`src/rtl/l2_pool_pkg.sv`:
```
// l2_pool_pkg: shared types and default geometry for the layer_2 max-pool stage.
//   state_t    : two-state control FSM (FILL accepts beats, DRAIN empties the frame).
//   L2_*       : default data width, window geometry and FIFO depth.
//   FRAME_OUT  : pooled values delivered per frame (positions x channels).
package l2_pool_pkg;

    typedef enum logic [0:0] {
        FILL  = 1'b0,
        DRAIN = 1'b1
    } state_t;

    localparam int L2_DW     = 18;
    localparam int L2_NCH    = 4;
    localparam int L2_WIN    = 4;
    localparam int L2_NPOS   = 25;
    localparam int L2_DEPTH  = 8;
    localparam int FRAME_OUT = L2_NPOS * L2_NCH;

endpackage

```
`src/rtl/pool_fifo.sv`:
```
// pool_fifo: synchronous FIFO holding pooled results until downstream takes them.
//   clk, rst_n : clock, asynchronous active-low reset (pointers and count only)
//   clr        : synchronous clear of pointers/count, wins over push and pop
//   push, din  : write request and data (ignored while full)
//   pop        : read request (ignored while empty)
//   dout       : head entry, forced to 0 while empty
//   empty/full : occupancy flags; count : entries held (0..DEPTH)
module pool_fifo #(
    parameter int DW    = 18,
    parameter int DEPTH = 8
) (
    input  logic                     clk,
    input  logic                     rst_n,
    input  logic                     clr,
    input  logic                     push,
    input  logic [DW-1:0]            din,
    input  logic                     pop,
    output logic [DW-1:0]            dout,
    output logic                     empty,
    output logic                     full,
    output logic [$clog2(DEPTH):0]   count
);

    localparam int AW = $clog2(DEPTH);

    logic [DW-1:0] mem_r [DEPTH];
    logic [AW-1:0] wr_ptr_r;
    logic [AW-1:0] rd_ptr_r;
    logic [AW:0]   count_r;
    logic          wr_en_s;
    logic          rd_en_s;

    assign empty   = (count_r == {(AW+1){1'b0}});
    assign full    = (count_r == (AW+1)'(DEPTH));
    assign count   = count_r;
    assign wr_en_s = push && !full && !clr;
    assign rd_en_s = pop && !empty && !clr;

    // Storage array; contents are don't-care until written, so no reset.
    always_ff @(posedge clk) begin
        if (wr_en_s) begin
            mem_r[wr_ptr_r] <= din;
        end
    end

    // Pointers and occupancy; power-of-2 depth lets the pointers wrap naturally.
    always_ff @(posedge clk or negedge rst_n) begin
        if (!rst_n) begin
            wr_ptr_r <= {AW{1'b0}};
            rd_ptr_r <= {AW{1'b0}};
            count_r  <= {(AW+1){1'b0}};
        end else if (clr) begin
            wr_ptr_r <= {AW{1'b0}};
            rd_ptr_r <= {AW{1'b0}};
            count_r  <= {(AW+1){1'b0}};
        end else begin
            if (wr_en_s) begin
                wr_ptr_r <= wr_ptr_r + AW'(1'b1);
            end
            if (rd_en_s) begin
                rd_ptr_r <= rd_ptr_r + AW'(1'b1);
            end
            case ({wr_en_s, rd_en_s})
                2'b10:   count_r <= count_r + (AW+1)'(1'b1);
                2'b01:   count_r <= count_r - (AW+1)'(1'b1);
                default: count_r <= count_r;
            endcase
        end
    end

    // Head of queue, masked so stale storage never leaks out while empty.
    always_comb begin
        if (empty) begin
            dout = {DW{1'b0}};
        end else begin
            dout = mem_r[rd_ptr_r];
        end
    end

endmodule

```
`src/rtl/l2_pool.sv`:
```
// l2_pool: 2x2 max-pool stage behind layer_2.
//   clk, rst_n  : clock, asynchronous active-low reset
//   tx_done     : synchronous frame abort/clear shared with layer_2
//   din_vld/din : input beat (element-major, channel-minor), in_rdy accepts it
//   dout/dout_vld/dout_rdy : pooled output stream from the FIFO head
//   frame_done  : one-cycle pulse on the pop of the last pooled value of a frame
module l2_pool
    import l2_pool_pkg::*;
#(
    parameter int DW    = L2_DW,
    parameter int NCH   = L2_NCH,
    parameter int WIN   = L2_WIN,
    parameter int NPOS  = L2_NPOS,
    parameter int DEPTH = L2_DEPTH
) (
    input  logic          clk,
    input  logic          rst_n,
    input  logic          tx_done,
    input  logic          din_vld,
    input  logic [DW-1:0] din,
    output logic          in_rdy,
    output logic [DW-1:0] dout,
    output logic          dout_vld,
    input  logic          dout_rdy,
    output logic          frame_done
);

    localparam int CW = $clog2(NCH);
    localparam int EW = $clog2(WIN);
    localparam int PW = $clog2(NPOS);
    localparam int FO = NPOS * NCH;
    localparam int OW = $clog2(FO);
    localparam int AW = $clog2(DEPTH);

    state_t        state_r;
    state_t        state_nxt_s;
    logic [CW-1:0] ch_cnt_r;
    logic [EW-1:0] elem_cnt_r;
    logic [PW-1:0] pos_cnt_r;
    logic [OW-1:0] pop_cnt_r;
    logic [DW-1:0] max_r [NCH];

    logic          accept_s;
    logic          beat_s;
    logic          last_elem_s;
    logic          last_ch_s;
    logic          last_pos_s;
    logic          last_pop_s;
    logic          win_end_s;
    logic [DW-1:0] max_sel_s;
    logic          push_s;
    logic          pop_s;
    logic          in_rdy_s;
    logic          frame_done_s;
    logic          fifo_empty_s;
    logic          fifo_full_s;
    logic [AW:0]   fifo_count_s;

    assign last_elem_s = (elem_cnt_r == EW'(WIN - 1));
    assign last_ch_s   = (ch_cnt_r == CW'(NCH - 1));
    assign last_pos_s  = (pos_cnt_r == PW'(NPOS - 1));
    assign last_pop_s  = (pop_cnt_r == OW'(FO - 1));
    // Readiness deliberately ignores a same-cycle pop.
    assign in_rdy_s    = (state_r == FILL) && (fifo_count_s < (AW+1)'(DEPTH));
    assign accept_s    = din_vld && in_rdy_s;
    // tx_done discards any beat or pop presented in the same cycle.
    assign beat_s      = accept_s && !tx_done;
    assign win_end_s   = beat_s && last_elem_s && last_ch_s;
    assign max_sel_s   = (din > max_r[ch_cnt_r]) ? din : max_r[ch_cnt_r];
    assign push_s      = beat_s && last_elem_s && !fifo_full_s;
    assign pop_s       = !fifo_empty_s && dout_rdy && !tx_done;
    assign frame_done_s = (state_r == DRAIN) && pop_s && last_pop_s;

    assign in_rdy     = in_rdy_s;
    assign dout_vld   = !fifo_empty_s;
    assign frame_done = frame_done_s;

    pool_fifo #(
        .DW    (DW),
        .DEPTH (DEPTH)
    ) u_fifo (
        .clk   (clk),
        .rst_n (rst_n),
        .clr   (tx_done),
        .push  (push_s),
        .din   (max_sel_s),
        .pop   (pop_s),
        .dout  (dout),
        .empty (fifo_empty_s),
        .full  (fifo_full_s),
        .count (fifo_count_s)
    );

    // FSM state register.
    always_ff @(posedge clk or negedge rst_n) begin
        if (!rst_n) begin
            state_r <= FILL;
        end else begin
            state_r <= state_nxt_s;
        end
    end

    // FSM next state: stop taking beats after the final window until the frame drains.
    always_comb begin
        state_nxt_s = state_r;
        case (state_r)
            FILL: begin
                if (win_end_s && last_pos_s) begin
                    state_nxt_s = DRAIN;
                end else begin
                    state_nxt_s = FILL;
                end
            end
            DRAIN: begin
                if (frame_done_s) begin
                    state_nxt_s = FILL;
                end else begin
                    state_nxt_s = DRAIN;
                end
            end
            default: state_nxt_s = FILL;
        endcase
        if (tx_done) begin
            state_nxt_s = FILL;
        end else begin
            state_nxt_s = state_nxt_s;
        end
    end

    // Beat, window and pop counters; channel wraps into element, window end bumps position.
    always_ff @(posedge clk or negedge rst_n) begin
        if (!rst_n) begin
            ch_cnt_r   <= {CW{1'b0}};
            elem_cnt_r <= {EW{1'b0}};
            pos_cnt_r  <= {PW{1'b0}};
            pop_cnt_r  <= {OW{1'b0}};
        end else if (tx_done) begin
            ch_cnt_r   <= {CW{1'b0}};
            elem_cnt_r <= {EW{1'b0}};
            pos_cnt_r  <= {PW{1'b0}};
            pop_cnt_r  <= {OW{1'b0}};
        end else begin
            if (beat_s) begin
                if (last_ch_s) begin
                    ch_cnt_r   <= {CW{1'b0}};
                    elem_cnt_r <= last_elem_s ? {EW{1'b0}} : elem_cnt_r + EW'(1'b1);
                end else begin
                    ch_cnt_r   <= ch_cnt_r + CW'(1'b1);
                end
            end
            if (frame_done_s) begin
                pos_cnt_r <= {PW{1'b0}};
                pop_cnt_r <= {OW{1'b0}};
            end else begin
                if (win_end_s) begin
                    pos_cnt_r <= last_pos_s ? {PW{1'b0}} : pos_cnt_r + PW'(1'b1);
                end
                if (pop_s) begin
                    pop_cnt_r <= pop_cnt_r + OW'(1'b1);
                end
            end
        end
    end

    // Running per-channel maximum; element 0 reloads it, so tx_done need not clear it.
    always_ff @(posedge clk or negedge rst_n) begin
        if (!rst_n) begin
            for (int i = 0; i < NCH; i++) begin
                max_r[i] <= {DW{1'b0}};
            end
        end else if (beat_s && !last_elem_s) begin
            if (elem_cnt_r == {EW{1'b0}}) begin
                max_r[ch_cnt_r] <= din;
            end else begin
                max_r[ch_cnt_r] <= max_sel_s;
            end
        end
    end

endmodule

```
`config.mk`:
```
export PLATFORM = sky130hd
export DESIGN_NAME = l2_pool
export DESIGN_NICKNAME = d
export VERILOG_FILES = /design/src/rtl/l2_pool_pkg.sv /design/src/rtl/pool_fifo.sv /design/src/rtl/l2_pool.sv
export SDC_FILE = /design/constraint.sdc
export NUM_CORES = 1
export LEC_CHECK = 0
export BUFFER_PORTS_ARGS = -buffer_cell sky130_fd_sc_hd__buf_2
export CORE_MARGIN = 2
export CORE_UTILIZATION = 56
export CTS_CLUSTER_SIZE = 14
export DETAILED_ROUTE_END_ITERATION = 7
export PLACE_DENSITY = 0.79
export SYNTH_ARGS = -nofsm -noshare
export SYNTH_HDL_FRONTEND = slang
export SYNTH_SLANG_ARGS = --single-unit
```
`constraint.sdc`:
```
create_clock -name clk -period 3.66 [get_ports clk]
set_clock_uncertainty 0.2 [all_clocks]
set_input_delay 0.732 -clock clk [delete_from_list [all_inputs] [get_ports clk]]
set_output_delay 0.732 -clock clk [all_outputs]
set_load 0.1 [all_outputs]
```
* Yosys cells after proc, flatten, opt, wreduce, memory -nomap -nowiden *
Memory sizes are Yosys's and may differ from the RTL's.
Cells that the tools add are included.

word-level totals
  memories = 1
  register bits = 99
  bits in writable memories = 144

operators by class
  $lt $le $gt $ge = 4
  add/subtract/negate cells = 8
  equal/unequal tests = 7
  reductions and logical operators = 31
  bitwise gates (word level) = 2
  multiplexer cells = 36

memory list
  name          depth  width  read ports  clocked after memory_dff  wr ports  line             source
  u_fifo.mem_r  8      18     1           0                         1         pool_fifo.sv:26  logic [DW-1:0] mem_r [DEPTH];

operators by type and width
  cell                                                           count
  72-bit bitwise mux                                             2
  18-bit two-way mux                                             5
  72-bit two-way mux                                             1
  18-bit binary-select mux with 2-bit select                     1
  18-bit demux with 2-bit select                                 1
  7-bit two-way mux                                              3
  5-bit two-way mux                                              4
  18-bit greater-than comparator                                 1
  1-bit logical AND                                              17
  2-bit two-way mux                                              7
  3-bit two-way mux                                              4
  3-bit nonzero test                                             3
  4-bit one-hot mux with 2 select lines                          1
  2-bit nonzero test                                             4
  7-bit by 1-bit adder with 7-bit output, second input constant  1
  7-bit == test, second input constant                           1
  3-bit by 1-bit adder with 3-bit output, second input constant  2
  2-bit == test, second input constant                           3
  5-bit by 1-bit adder with 5-bit output, second input constant  1
  5-bit == test, second input constant                           1
  1-bit two-way mux                                              5
  2-bit by 1-bit adder with 2-bit output, second input constant  2
  4-bit by 1-bit adder with 4-bit output, second input constant  1
  4-bit == test, second input constant                           1
  other kinds (13)                                               16

* Logic depth before layout (Yosys ltp) *
Gate-level depths: netlist of the first run.

  depth in word-level cells = 11
  gate-level depth with buffers = 12
  mapped depth without buffers = 10

* By module *
From an unflattened synthesis of the first run, not the netlist that was laid out.

second synthesis, totals
  cells, all modules = 881
  area total of the unflattened synthesis = 11486.0 um^2

modules (own cells, without submodules)
  module     instances  area an instance (um^2)  cells each
  pool_fifo  1          6190.9                   309
  l2_pool    1          5295.1                   572

* Worst setup path before layout of the first run *
No wires, ideal clock.

  path type = reg2out
  from = register pop_cnt_r[0]
  to = output port frame_done
  data arrival time = 3450 ps
  cell stages (with the launch flop) = 5
  setup slack = -722 ps
  path through = dfrtp_1 ha_1 nand4b_1 nor4b_1 nor3b_1

between the ends
  cells in the longest elaborated chain, start to end = 2

ends and longest elaborated chain
  element                   line            source
  start: declaration        l2_pool.sv:40   logic [OW-1:0] pop_cnt_r;
  start signal: assignment  l2_pool.sv:136  pop_cnt_r <= {OW{1'b0}};
  start signal: assignment  l2_pool.sv:141  pop_cnt_r <= {OW{1'b0}};
  start signal: assignment  l2_pool.sv:153  pop_cnt_r <= {OW{1'b0}};
  7-bit == test             l2_pool.sv:62   assign last_pop_s = (pop_cnt_r == OW'(FO - 1));
  1-bit logical AND         l2_pool.sv:72   assign frame_done_s = (state_r == DRAIN) && pop_s && last_pop_s;
  end: declaration          l2_pool.sv:25   output logic frame_done

No other way between the ends.

* Worst setup path in the final report of the first run *
  from = register ch_cnt_r[0]
  to = memory u_fifo.mem_r[4][17] (data pin)

between the ends
  cells in the longest elaborated chain, start to end = 6

ends and longest elaborated chain
  element                                                    line             source
  start: declaration                                         l2_pool.sv:37    logic [CW-1:0] ch_cnt_r;
  start signal: assignment                                   l2_pool.sv:133   ch_cnt_r <= {CW{1'b0}};
  start signal: assignment                                   l2_pool.sv:138   ch_cnt_r <= {CW{1'b0}};
  start signal: assignment                                   l2_pool.sv:145   ch_cnt_r <= {CW{1'b0}};
  2-bit NOT with 3-bit output (implied by the code) (*)      l2_pool.sv:69    assign max_sel_s = (din > max_r[ch_cnt_r]) ? din : max_r[ch_cnt_r];
  18-bit binary-select mux with 2-bit select (*)             l2_pool.sv:69
  18-bit two-way mux (implied by the code) (*) (2 in a row)  l2_pool.sv:69
  18-bit greater-than comparator                             l2_pool.sv:69
  18-bit two-way mux (*)                                     l2_pool.sv:69
  named net max_sel_s[17]                                    l2_pool.sv:50    logic [DW-1:0] max_sel_s;
  end: declaration                                           pool_fifo.sv:26

Mark *: on every way through the listed nets, which the timed path passes. The rest lies on a longest branch. The select of a mux whose other input is x is not followed.

==> run_results.csv, run 1 <==
group,metric,value,unit
status,status,"complete, no violations",
global_route,use_met3,3.35,%
detailed_routing,drt_wl_total,26300,um
floorplan,row_count,52,
placed_design,numPortBuffers,43,
sta,clock.fmax,0.283,GHz
global_route,globalRouteMet1Util,35.0,%
sta,worstMarginPinSlew,0.766,ns
sta,rsz0062_at_grt,"false",
sta,report.final.slew_viol_count,0,
detailed_routing,drc,0,
power_and_ir_drop,vdd_drop_max,0.294,mV
layout,fin_cells,1209,
synthesis,ys.flop_type,"edfxtp_1",
power_and_ir_drop,power_density,579,nW/um^2
worst_hold_path,hold_class,"input pin to async pin",
global_route,gr-usage-all-layers,24.8,%
layout,nNetsFinal,977,
floorplan,core,20200,um^2
synthesis,synth_fp_nets,910,
detailed_routing,vias,7673,
cts,clockBufferDepth,3,
sta,slew_headroom,48.9,%
cts,path_clk_slew,0.06,ns
global_route,grt_overflow_total,0,
floorplan,initial_utilization,56.7,%
detailed_routing,firstDrtPassIters,6,
sta,hold_violations,0,
global_route,use_met2,40.3,%
sta,tns,0,ns
placed_design,place.gp.congestion,0.842,
global_route,grt_max_degree,73,
detailed_routing,ant_nets,0,
layout,final_common_cell,"edfxtp_1",
run,max-cap-violations,0,
synthesis,synth-seq-cells,243,
sta,setup_viol,0,
global_route,grt_busiest_layer,"met2",
synthesis,synth_top_cell_area_share,37.8,%
placed_design,placed_cells,1165,
cts,clk_latency,0.52,ns
setup_path,critical_path_class,"flip-flop to flip-flop",
synthesis,synthArstFlopShare,40.7,%
global_route,antenna_found_initial,0,
floorplan,die_y,147,um
setup_path,worst-endpoint-required,3.69,ns
synthesis,ys_seq_area_share,59.5,%
setup_path,crit_arrival,3.56,ns
sta,period_needed,3.53,ns
setup_path,cp-end-kind,"flip-flop",
cts,cts.sinks,243,
cts,cts_root_buffer,"clkbuf_16",
setup_path,crit_path_max_fanout,23,
synthesis,yosysWarnings,0,
power_and_ir_drop,leakage,4.92,nW
layout,drive_gt1_share,25.1,%
synthesis,ys_types,56,
cts,h-tree-depth,1,
synthesis,synth-edff-count,144,
layout,area_growth,13.9,%
floorplan,die_w,147,um
synthesis,synth_top_area_cell,"edfxtp_1",
detailed_routing,dr.first_iter.drc_count,860,
synthesis,netlist_area,11400,um^2
setup_path,reg2reg_slack,0.13,ns
setup_path,startpoint_type,"flip-flop",
sta,fin_crit_sh,96.5,%
floorplan,io_pins,44,
synthesis,syn_avg_cell_area,13.4,um^2
layout,antenna_cells,0,
placed_design,place.detailed.hpwl,15800,um
global_route,grt_pass1_wl,41800,um
detailed_routing,wl_per_cell,21.8,um
floorplan,die_area,21600,um^2
layout,final_cell_mix,"edfxtp_1 (144), nor2_1 (113), dfrtp_1 (98)",
global_route,first_global_vias,7620,
synthesis,yosys-top-cells-area,"edfxtp_1 (38%), dfrtp_1 (22%), mux4_2 (11%)",
detailed_routing,vias_per_cell,6.35,
cts,cts_made_buffers,25,
power_and_ir_drop,p_total,0.00754,W
cts,cts_tree,"yes",
layout,fin_util,64.6,%
synthesis,syn_inst,855,
==> cells in the mapped netlist, types with 8 or more instances <==
master    instances
a21oi_1          92
o21ai_0          11
buf_2            26
mux4_2           54
dfrtp_1          99
o21ai_2          10
a31oi_1          73
mux2_1           10
nand2_1          23
inv_1            26
edfxtp_1        144
mux2i_1          21
ha_1             31
mux2_2            8
nand3_1           8
nor2_1          116
clkbuf_1         15
==> worst max-delay path, stage by stage, from the launching register on <==
cell	delay, ns
dfrtp_1	0.37
buf_12	0.22
mux4_2	0.54
inv_1	0.07
ha_1	0.25
a21oi_1	0.17
nand2_1	0.07
a21o_1	0.24
o41ai_4	0.43
buf_12	0.22
mux2_2	0.44
==> what timing repair did <==
item | in CTS | in global routing
setup buffers | 0 | 0
gates resized for setup | 0 | 12
hold buffers | 0 | 0
endpoints found under the setup margin | 0 | 176
==> where the power goes <==
group	internal [W]	leakage [nW]	switching, W
clock	0.00149	0.386	0.00102
sequential	0.00332	2.51	0.000132
combinational	0.000585	2.02	0.000990
==> cell families (layout without fill, tap and decap cells) <==
group | after synthesis | in the layout | share of synthesized area (%)
simple gates | 190 | 190 | 7.57
mux | 93 | 93 | 14.2
buf+inv | 79 | 163 | 3.24
fa+ha+maj | 32 | 32 | 3.57
compound gates | 209 | 209 | 11.1
flops | 243 | 243 | 59.5
xor+xnor | 9 | 9 | 0.755
==> final cells by class <==
class | instances | area, um^2
Clock buffer | 33 | 666
Clock inverter | 11 | 140
Fill cell | 1459 | 7150
Inverter | 27 | 101
Multi-Input combinational cell | 533 | 4330
Sequential cell | 243 | 6800
Tap cell | 270 | 338
Timing Repair Buffer | 92 | 648
==> metrics by stage <==
step / setup WS, ns / cell area (um^2) / hold WS [ns]
after floorplan: 0.0255 / 11400 / 0.236
after global placement: 0.200 / 12200 / 0.284
after detailed placement: 0.117 / 12200 / 0.288
after CTS: 0.0811 / 13000 / 0.103
after global routing: 0.000809 / 13000 / 0.136
final: 0.129 / 13000 / 0.0818
==> worst paths after layout <==
kind / from / to / cells past startpoint
max: ch_cnt_r[0] / u_fifo.mem_r[4][17] / 10
min: rst_n / pop_cnt_r[4] / 1
max reg2reg: ch_cnt_r[0] / u_fifo.mem_r[4][17] / 10
min reg2reg: pos_cnt_r[4] / pos_cnt_r[4] / 1
max in group asynchronous: rst_n / max_r[68] / 2
min in group clk: pos_cnt_r[4] / pos_cnt_r[4] / 1
==> metal layers <==
layer  wire length [um]  vias to the layer above
met5                  0                        -
met4                697                        0
li1                   -                     3389
met2              12800                      386
met1              10700                     3830
met3               2150                       68
==> state kept, by name, summed over array words and instances (netlist names) <==
name / count
u_fifo.rd_ptr_r: 3
pop_cnt_r: 7
ch_cnt_r: 2
elem_cnt_r: 2
state_r: 1
pos_cnt_r: 5
u_fifo.mem_r: 144
u_fifo.count: 4
u_fifo.wr_ptr_r: 3
max_r: 72
Note: power is estimated with default switching activity, not from simulation.
==> run 2, diff against run 1 <==
--- a/config.mk
+++ b/config.mk
@@ -7,10 +7,10 @@
 export LEC_CHECK = 0
 export BUFFER_PORTS_ARGS = -buffer_cell sky130_fd_sc_hd__buf_2
 export CORE_MARGIN = 2
-export CORE_UTILIZATION = 56
+export CORE_UTILIZATION = 25
 export CTS_CLUSTER_SIZE = 14
 export DETAILED_ROUTE_END_ITERATION = 7
-export PLACE_DENSITY = 0.79
+export PLACE_DENSITY = 0.43
 export SYNTH_ARGS = -nofsm -noshare
 export SYNTH_HDL_FRONTEND = slang
 export SYNTH_SLANG_ARGS = --single-unit
==> run 2 against run 1 <==
Against the previous run:
- global-route usage decreased by 12 points
- register-to-register slack about the same
- clock-buffer cell count decreased by 4
- maximum frequency about the same
- power increased by 8.0%
- first-iteration DRC count decreased by 38%
- worst setup slack got worse by 0.0024 ns
- core utilization decreased by 34 points
- critical path depth unchanged
- worst hold slack improved by 0.092 ns
- sequential power about the same
- wire length increased by 16%
- largest cell class unchanged
==> run_results.csv, run 2 (synthesized netlist as in run 1, its figures left out) <==
group,metric,value,unit
status,status,"complete, no violations",
global_route,grt_max_degree,76,
cts,clk_latency,0.57,ns
floorplan,die_y,218,um
placed_design,placed_cells,1496,
layout,fin_area,14000,um^2
layout,nNetsFinal,984,
layout,regArea,6800,um^2
setup_path,critical_path_class,"flip-flop to flip-flop",
floorplan,die_w,218,um
global_route,antenna_found_initial,1,
sta,report.final.slew_viol_count,0,
setup_path,cp_cell_sequence,"buf_12 > mux4_2 > inv_1 > ha_1 > a41o_1 > a21oi_1 > nor2_1 > o41ai_4 > buf_12 > mux2_2",
layout,fill_cells,4531,
global_route,grt_pass1_wl,47900,um
floorplan,initial_utilization,25.3,%
layout,fin_cells,1549,
sta,tns,0,ns
layout,top_register,"u_fifo.mem_r",
layout,multiInputGateArea,4350,um^2
floorplan,core,45300,um^2
placed_design,place.detailed.hpwl,18300,um
placed_design,numPortBuffers,43,
sta,slew_headroom,28.1,%
cts,h-tree-depth,1,
detailed_routing,vias_per_cell,4.77,
global_route,first_global_vias,7643,
sta,hold_violations,0,
detailed_routing,vias,7392,
sta,rsz0062_at_grt,"true",
sta,worstMarginPinSlew,1.08,ns
layout,largest_register_ff_count,144,
detailed_routing,ant_nets,0,
cts,path_clk_slew,0.07,ns
cts,cts.sinks,243,
layout,drive_gt1_share,26.6,%
detailed_routing,drc,0,
setup_path,worst_path_max_delay_cell,"mux4_2",
global_route,gr-usage-all-layers,13.2,%
layout,final_common_cell,"edfxtp_1",
global_route,grt_overflow_total,0,
placed_design,placed_area,13000,um^2
detailed_routing,drt_wl_total,30600,um
detailed_routing,dr.first_iter.drc_count,536,
sta,setup_viol,0,
setup_path,slowest_delay,0.53,ns
floorplan,row_count,78,
run,max-cap-violations,0,
layout,area_growth,22.3,%
cts,hold_buffers,0,
setup_path,crit_path_max_fanout,18,
placed_design,place_ws,-0.0800,ns
setup_path,worst-endpoint-required,3.72,ns
setup_path,startpoint_type,"flip-flop",
floorplan,die_area,47500,um^2
floorplan,io_pins,44,
cts,cts_tree,"yes",
cts,cts_root_buffer,"clkbuf_16",
cts,cts_made_buffers,27,
worst_hold_path,hold_class,"input pin to async pin",
layout,final_cell_mix,"edfxtp_1 (144), nor2_1 (113), dfrtp_1 (98)",
detailed_routing,wl_per_cell,19.7,um
power_and_ir_drop,power_density,582,nW/um^2
sta,fin_ws,0.126,ns
setup_path,cp-end-kind,"flip-flop",
layout,antenna_cells,0,
cts,clockBufferDepth,3,
detailed_routing,firstDrtPassIters,4,
layout,reg_top3,"u_fifo.mem_r x144, max_r x72, pop_cnt_r x7",
sta,period_needed,3.53,ns
sta,clock.fmax,0.283,GHz
power_and_ir_drop,leakage,5.10,nW
setup_path,crit_arrival,3.59,ns
power_and_ir_drop,vdd_drop_max,0.312,mV
placed_design,place.gp.congestion,0.735,
setup_path,crit_path_frequent_cell,"buf_12",
sta,fin_crit_sh,96.5,%
run 2: cell type report:
type,instances,area share [%]
clock inverters,20,2.05
clock buffers,29,4.89
inverters,27,0.725
multi-input cells,533,31.1
well taps,600,5.37
repair buffers,97,7.20
flip-flops and latches,243,48.7
run 2: per-stage QoR:
stage / util [%] / hold WS [ns] / power [W]
floorplan: - / 0.236 / 0.00455
global placement: 28.6 / 0.289 / 0.00518
detailed placement: 28.6 / 0.296 / 0.00518
CTS: 30.8 / 0.193 / 0.00820
global route: 30.9 / 0.258 / 0.00853
finish: 30.9 / 0.173 / 0.00814
run 2: worst paths after layout:
| kind | from | end | slack [ns] | cells after the start |
|---|---|---|---|---|
| max reg2reg | ch_cnt_r[0] | u_fifo.mem_r[0][6] | 0.13 | 10 |
| max in group asynchronous | rst_n | max_r[8] | 2.23 | 2 |
| max | ch_cnt_r[0] | u_fifo.mem_r[0][6] | 0.13 | 10 |
| min | rst_n | ch_cnt_r[0] | 0.17 | 1 |
| min reg2reg | pos_cnt_r[4] | pos_cnt_r[4] | 0.32 | 1 |
| min in group clk | din_vld | ch_cnt_r[1] | 0.29 | 3 |
run 2: metal layers:
| layer | part of all wire, % | vias to the layer above | track usage (%) |
|---|---|---|---|
| met2 | 50 | 143 | 22.8 |
| met3 | 3.0 | 46 | 1.73 |
| met5 | 0 | - | 0 |
| met4 | 2.3 | 0 | 3.72 |
| met1 | 45 | 3793 | 17.3 |
| li1 | - | 3410 | - |
run 2: critical path, delay by kind of cell, from the launching register on:
kind | cells | cell delay (ns)
compound gates | 3 | 0.75
buf+inv | 3 | 0.50
simple gates | 1 | 0.14
mux | 2 | 0.97
fa+ha+maj | 1 | 0.24
flops | 1 | 0.40
run 2: what timing repair did:
| action | 4_1_cts | 5_1_grt |
|---|---|---|
| setup buffers | 4 | 0 |
| setup endpoints to repair | 32 | 176 |
| resized for setup | 0 | 23 |
| pin swaps | 1 | 0 |
run 2: where the power goes:
| part | internal (W) | switching, W |
|---|---|---|
| registers | 0.00332 | 0.000132 |
| clock network | 0.00179 | 0.00118 |
| logic | 0.000669 | 0.00104 |
| total | 0.00578 | 0.00235 |
